<file path="src/rtl/pid_step_sequencer.sv">
// pid_step_sequencer: sample-rate scheduler and sequencer for the 8-bit PID
// datapath. Captures setpoint/feedback on a tick, evaluates P, I and D over
// successive cycles with one product per cycle, then sums, scales, saturates
// and presents an 8-bit control value with a one-cycle valid strobe.
// Optional build macro PID_ANTIWINDUP_EN clamps the integrator to +/-INT_LIM.
//
// state  | meaning
// IDLE   | waiting for a tick; err latched on acceptance
// CALC_P | p = KP*err
// CALC_I | integ += KI*err (clamped when anti-windup is built in)
// CALC_D | d = KD*(err - prev_err)
// SUM    | s = p + integ + d; saturated result registered into control_out
// OUT    | control_out/out_valid visible; prev_err <= err
module pid_step_sequencer #(
   parameter logic [7:0]         KP      = 8'd16,
   parameter logic [7:0]         KI      = 8'd2,
   parameter logic [7:0]         KD      = 8'd1,
   parameter logic [15:0]        DIV     = 16'd100,
   parameter int                 SHIFT   = 4,
   parameter logic signed [19:0] INT_LIM = 20'sd65535
) (
   input  logic       clk,
   input  logic       rst_n,
   input  logic       enable,
   input  logic       sample_req,
   input  logic       clear,
   input  logic [7:0] setpoint,
   input  logic [7:0] feedback,
   output logic [7:0] control_out,
   output logic       out_valid,
   output logic       busy,
   output logic       overrun
);

   typedef enum logic [2:0] {IDLE, CALC_P, CALC_I, CALC_D, SUM, OUT} state_t;

   state_t             state_q;
   logic [15:0]        cnt_q;
   logic signed [8:0]  err_q, prev_err_q;
   logic signed [16:0] p_q;
   logic signed [19:0] integ_q;
   logic signed [19:0] d_q;
   logic [7:0]         control_out_q;
   logic               out_valid_q, overrun_q;

   logic               tick_int, tick;
   logic signed [8:0]  err_d;
   logic signed [16:0] p_d;
   logic signed [19:0] prod_i, integ_d, d_d;
   logic signed [9:0]  diff;
   logic signed [21:0] s_d, sh;
   logic [7:0]         sat_d;

   // Prescaler: free-running 0..DIV-1 while enabled, parked at 0 otherwise.
   always_ff @(posedge clk or negedge rst_n) begin
      if (!rst_n)                    cnt_q <= 16'd0;
      else if (!enable)              cnt_q <= 16'd0;
      else if (cnt_q == DIV - 16'd1) cnt_q <= 16'd0;
      else                           cnt_q <= cnt_q + 16'd1;
   end

   assign tick_int = enable & (cnt_q == DIV - 16'd1);
   assign tick     = tick_int | sample_req;

   assign err_d  = $signed({1'b0, setpoint}) - $signed({1'b0, feedback});
   assign p_d    = $signed({9'd0, KP}) * $signed({{8{err_q[8]}}, err_q});
   assign prod_i = $signed({12'd0, KI}) * $signed({{11{err_q[8]}}, err_q});
   assign diff   = $signed({err_q[8], err_q}) - $signed({prev_err_q[8], prev_err_q});
   assign d_d    = $signed({12'd0, KD}) * $signed({{10{diff[9]}}, diff});
   assign s_d    = $signed({{5{p_q[16]}}, p_q}) + $signed({{2{integ_q[19]}}, integ_q})
                 + $signed({{2{d_q[19]}}, d_q});
   assign sh     = s_d >>> SHIFT;

`ifdef PID_ANTIWINDUP_EN
   // Integrator update evaluated one bit wider so the clamp sees the true sum.
   logic signed [20:0] integ_w;
   always_comb begin
      integ_w = $signed({integ_q[19], integ_q}) + $signed({prod_i[19], prod_i});
      if (integ_w > $signed({INT_LIM[19], INT_LIM}))
         integ_d = INT_LIM;
      else if (integ_w < -$signed({INT_LIM[19], INT_LIM}))
         integ_d = -INT_LIM;
      else
         integ_d = integ_w[19:0];
   end
`else
   assign integ_d = integ_q + prod_i;
`endif

   // Saturate the scaled sum into 0..255.
   always_comb begin
      sat_d = sh[7:0];
      if (sh[21])          sat_d = 8'd0;
      else if (|sh[20:8])  sat_d = 8'd255;
   end

   // Sequencer: one datapath step per state; clear aborts and wins over a tick.
   always_ff @(posedge clk or negedge rst_n) begin
      if (!rst_n) begin
         state_q       <= IDLE;
         err_q         <= '0;
         prev_err_q    <= '0;
         p_q           <= '0;
         integ_q       <= '0;
         d_q           <= '0;
         control_out_q <= 8'd0;
         out_valid_q   <= 1'b0;
         overrun_q     <= 1'b0;
      end else begin
         out_valid_q <= 1'b0;
         overrun_q   <= 1'b0;
         if (clear) begin
            integ_q    <= '0;
            prev_err_q <= '0;
            state_q    <= IDLE;
         end else begin
            if (tick && state_q != IDLE) overrun_q <= 1'b1;
            case (state_q)
               IDLE: if (tick) begin
                  err_q   <= err_d;
                  state_q <= CALC_P;
               end
               CALC_P: begin
                  p_q     <= p_d;
                  state_q <= CALC_I;
               end
               CALC_I: begin
                  integ_q <= integ_d;
                  state_q <= CALC_D;
               end
               CALC_D: begin
                  d_q     <= d_d;
                  state_q <= SUM;
               end
               SUM: begin
                  control_out_q <= sat_d;
                  out_valid_q   <= 1'b1;
                  state_q       <= OUT;
               end
               OUT: begin
                  prev_err_q <= err_q;
                  state_q    <= IDLE;
               end
               default: state_q <= IDLE;
            endcase
         end
      end
   end

   assign control_out = control_out_q;
   assign out_valid   = out_valid_q;
   assign overrun     = overrun_q;
   assign busy        = (state_q != IDLE);

endmodule

</file>
<file path="config.mk">
export PLATFORM = sky130hd
export DESIGN_NAME = pid_step_sequencer
export DESIGN_NICKNAME = d
export VERILOG_FILES = /design/src/rtl/pid_step_sequencer.sv
export SDC_FILE = /design/constraint.sdc
export NUM_CORES = 1
export LEC_CHECK = 0
export BUFFER_PORTS_ARGS = -buffer_cell sky130_fd_sc_hd__buf_2
export CORE_AREA = 5 5 151 153
export DETAILED_ROUTE_END_ITERATION = 8
export DIE_AREA = 0 0 156 158
export PLACE_DENSITY = 0.42
export SYNTH_ARGS = -nofsm -noshare
export SYNTH_HDL_FRONTEND = slang
export SYNTH_SLANG_ARGS = --single-unit
</file>
<file path="constraint.sdc">
create_clock -name clk -period 9.32 [get_ports clk]
set_input_delay 0.466 -clock clk [delete_from_list [all_inputs] [get_ports clk]]
set_output_delay 0.466 -clock clk [all_outputs]
set_load 0.005 [all_outputs]
</file>
# Yosys cells after proc, flatten, opt, wreduce, memory -nomap -nowiden
# Index checks and enable logic that the tools add are counted.
[word_totals] reg_bits=86 wordCells=51
[classes] eq_ne=7 n_reduce_logical=10 bitwise_logic=3 addsub=6 n_mux=15
[op_table] operator="20-bit 2-to-1 mux" n=2
[op_table] operator="16-bit 2-to-1 mux" n=2
[op_table] operator="21-bit by 10-bit adder with 22-bit output" n=1
[op_table] operator="13-bit by 20-bit adder with 21-bit output" n=1
[op_table] operator="20-bit by 10-bit adder with 20-bit output" n=1
[op_table] operator="9-bit 2-to-1 mux" n=2
[op_table] operator="16-bit by 1-bit adder with 16-bit output (second input constant)" n=1
[op_table] operator="16-bit by 7-bit == test with 1-bit output (second input constant)" n=1
[op_table] operator="8-bit 2-to-1 mux" n=2
[op_table] operator="3-bit case mux with 5 select lines" n=1
[op_table] operator="10-bit OR reduction" n=1
[op_table] operator="9-bit by 9-bit subtractor with 10-bit output" n=1
[op_table] operator="8-bit by 8-bit subtractor with 9-bit output" n=1
[op_table] operator="3-bit by 2-bit == test with 1-bit output (second input constant)" n=2
[op_table] operator="3-bit == test (second input constant)" n=2
[op_table] operator="3-bit 2-to-1 mux" n=2
[op_table] operator="2-bit AND reduction" n=3
[op_table] operator="1-bit 2-to-1 mux" n=4
[op_table] operator="2-bit nonzero test" n=2
[op_table] operator="3-bit by 1-bit == test with 1-bit output (second input constant)" n=1
[op_table] operator="3-bit logical NOT" n=1
[op_table] operator="3-bit != test (second input constant)" n=1
[op_table] operator="3-bit AND reduction" n=1
[op_table] operator="3-bit nonzero test" n=1
[op_table] operator="4 further kinds" n=4

# Longest topological paths before layout
[logic_depth] word_depth=6 depth_mapped=13

# Least setup slack after synthesis
# OpenSTA, ideal clock, no wires.
[synth_timing] kind="flip-flop to flip-flop" startpoint="register d_q[9] (netlist name)" endpoint="register control_out_q[7], in the netlist control_out[7]" path_stages_with_launch=13 arrival_ps=3193 path_slack_ps=6039 required_ps=9233 n_path_buf=1 cell_sequence="dfrtp_1 > inv_1 > fa_1 > inv_1 > ha_1 > and3_1 > a31oi_1 > o211ai_1 > or2_1 > or4b_1 > and4_1 > buf_6 > a211oi_2"
[synth_via] elab_chain_len=4
[synth_lines] item="21-bit by 10-bit adder with 22-bit output (*)" line="71" source="+ $signed({{2{d_q[19]}}, d_q});"
[synth_lines] item="10-bit OR reduction" line="94" source="else if (|sh[20:8]) sat_d = 8'd255;"
[synth_lines] item="8-bit 2-to-1 mux" line="94"
[synth_lines] item="8-bit 2-to-1 mux (*)" line="93" source="if (sh[21]) sat_d = 8'd0;"
[synth_lines] item="to (signal assigned)" line="136" source="control_out_q <= sat_d;"
[synth_lines] item="to (decl)" line="43" source="logic [7:0] control_out_q;"
# Mark *: on every way between the ends. The rest lies on a longest branch, timed or not.
# A chain may end at the register's enable or synchronous reset.

# Worst setup path after layout
[layout_timing] startpoint="register d_q[9] (netlist name)" endpoint="register control_out_q[2], in the netlist control_out[2]"
[layout_via] elab_chain_len=4
[layout_lines] item="21-bit by 10-bit adder with 22-bit output (*)" line="71"
[layout_lines] item="10-bit OR reduction" line="94"
[layout_lines] item="8-bit 2-to-1 mux" line="94"
[layout_lines] item="8-bit 2-to-1 mux (*)" line="93"
# Marks and branches as above.

==> results.cfg <==
[floorplanning]
core_mm2 = 0.0214
die_area_mm2 = 0.0246
io_pins = 32
fp.dieW_um = 156
rows = 54
start_util = 0.293
die-height_um = 158

[yosys]
yosysMostFrequentCell = dfrtp_1
synth.avg_cell_area_um2 = 9.39
syn-num-nets = 766
synth_seq_cells = 84
synth_largest_area_cell = dfrtp_1
ys_warn_count = 0
ys_top_cells_by_area = dfrtp_1 (34%), ha_1 (12%), fa_1 (6.1%), nor2_1 (4.2%), inv_1 (3.9%)
yosys_most_used_dff = dfrtp_1
synth_common_cells = dfrtp_1 (84), nor2_1 (70), inv_1 (65)
synth_cell_types = 65
synth-edff-count = 0
synth_top_area_frac = 0.335
postSynth.asyncResetShare = 1.00
yosysSeqAreaShare = 0.335
synth_cells = 668
synth.cell_area_mm2 = 0.00627

[detailed_routing]
top_layer = met4
ant_nets = 0
routed_via_density = 4.80
route.vias.total = 4718
wl_met1_um = 7310
met3WireLength_um = 433
drtPass1Iterations = 4
routed_wl_um = 14500
drc = 0
wl_per_cell_um = 14.7
drt_iter0_markers = 175
dr_wl_met2_um = 6610

[critical_path]
path_depth = 11
crit_type = reg2reg
slowest_stage = fa_1
reg2reg_to = control_out[2]
crit_path_end_kind = flip-flop
cp.required_ps = 9520
cp_slowest_stage_delay_ps = 530
setup.worst_path.start = d_q[9]
cp.arrival_ps = 3990
worstPathMaxFanout = 8
r2r_setup_slack_ps = 5540
cp_cell_sequence = inv_1, fa_1, inv_1, ha_1, a21oi_1, o21ai_0, a2111oi_0, o31ai_1, a2111oi_0, and4_1, a211oi_2
worstSetupEndpoint = control_out[2]
critPathBufInv = 2
reg2reg_depth = 11
r2r_start = d_q[9]
critPathLaunchType = flip-flop
crit_family = compound AO/OA/AOI/OAI gates

[min_path]
hp-class = in2reg
hold_depth = 3

[grt]
antenna_found_initial = 0
overflow = 0
grt_pass1_vias = 4940
grt_pass1_wl_um = 24800
grt_usage = 0.124
grt_max_degree = 63

[sta]
hold_ws_ps = 396
relSlewSlack = 0.310
worst_pin_slew_ps = 1040
setup_viol = 0
slew_violations = 0
fmax_mhz = 264
finalCritPeriodShare = 0.406
hold_viol = 0
setup_tns_ps = 0
grt_setup_unrepaired = no
final.setup_skew_ps = 11.5
period_minus_slack_ps = 3780

[clock_network]
holdBufCountCts = 1
clockBufferDepth = 2
cts-root-buf = clkbuf_16
cts_buffers = 9
clock_latency_ps = 350
cts.sinks = 84
ctsResizeCount = 0
htreeDepth = 3
post_cts_buffers = 0
cts_tree = built
clk_pin_slew_ps = 70

[place]
place_congestion = 0.768
dpl.hpwl_um = 11300
placed_cell_area_mm2 = 0.00675
placed_cells = 967
io_buffers = 31

[final_layout]
fin_cells = 983
diodes = 0
syn2layout_area_growth_pct = 12.6
fin_area_mm2 = 0.00706
nNetsFinal = 797
drive_above_1_share = 0.115

[power_and_ir_drop]
power.total_mw = 2.22
pwr_density_cell_mw_per_mm2 = 314
peakVddDrop_mv = 0.0987
p_leak_nw = 3.38

[run]
drv_cap = 0

[run_status]
outcome = complete, no violations
[layer usage]
| metal | vias to the layer above | track usage |
|---|---|---|
| met5 | - | 0 |
| met4 | 0 | 0.0317 |
| met3 | 6 | 0.0227 |
| met2 | 50 | 0.203 |
| met1 | 2259 | 0.170 |
| li1 | 2403 | - |
[worst min path at each step]
stage | start | endpoint | slack [ps]
global placement | rst_n | cnt_q[13] | 370
CTS | feedback[0] | err_q[0] | 380
floorplan | rst_n | cnt_q[0] | 170
global route | feedback[0] | err_q[0] | 390
detailed placement | rst_n | cnt_q[12] | 380
finish | feedback[0] | err_q[0] | 400
[power breakdown]
part           total (mW)  leakage [nW]  internal [mW]  switching, mW
sequential          0.537          1.10          0.445         0.0929
combinational        1.31          2.13          0.558          0.748
clock               0.375         0.140          0.210          0.165
[metrics by stage]
stage,worst slack [ps],utilization
after detailed placement,5500,0.315
after CTS,5500,0.330
final,5540,0.330
after global placement,5660,0.315
after global routing,5230,0.330
after floorplan,6040,-
[placed cells by master (no fill, tap or decap), drive strengths merged, types with 16 or more instances in the layout]
cell type  instances
dfrtp             84
nor2              70
inv               67
ha                58
nand2             46
buf               35
a21oi             34
o21ai             32
xnor2             22
xor2              21
fa                19
mux2              16
[final cells by class]
class                      instances  area, um2
clock buffer                       9        225
clock inverter                     6       73.8
fill                            2212      14400
inverter                          65        244
multi-input combinational        503       3870
sequential                        84       2100
tap                              280        350
timing repair buffer              36        198
[sequential cells by signal (all words and copies together) (netlist names)]
signal	count
overrun	1
integ_q	19
cnt_q	16
p_q	9
state_q	3
control_out	8
prev_err_q	9
d_q	9
err_q	9
out_valid	1
[worst register-to-register path, cell delays in order (launching register included)]
cell       delay, ps
dfrtp_1          490
inv_1            240
fa_1             530
inv_1             40
ha_1             380
a21oi_1          230
o21ai_0          170
a2111oi_0        430
o31ai_1          130
a2111oi_0        330
and4_1           530
a211oi_2         140
[kinds of logic after synthesis]
kind of cell               share of synthesized area
buffers and inverters                         0.0497
and+or+nand+nor                                0.155
AOI/OAI and AO/OA                              0.176
xor gates and xnor gates                      0.0601
adders and majority gates                      0.176
DFF                                            0.335
muxes                                         0.0479
(Power assumes the default switching activity.)
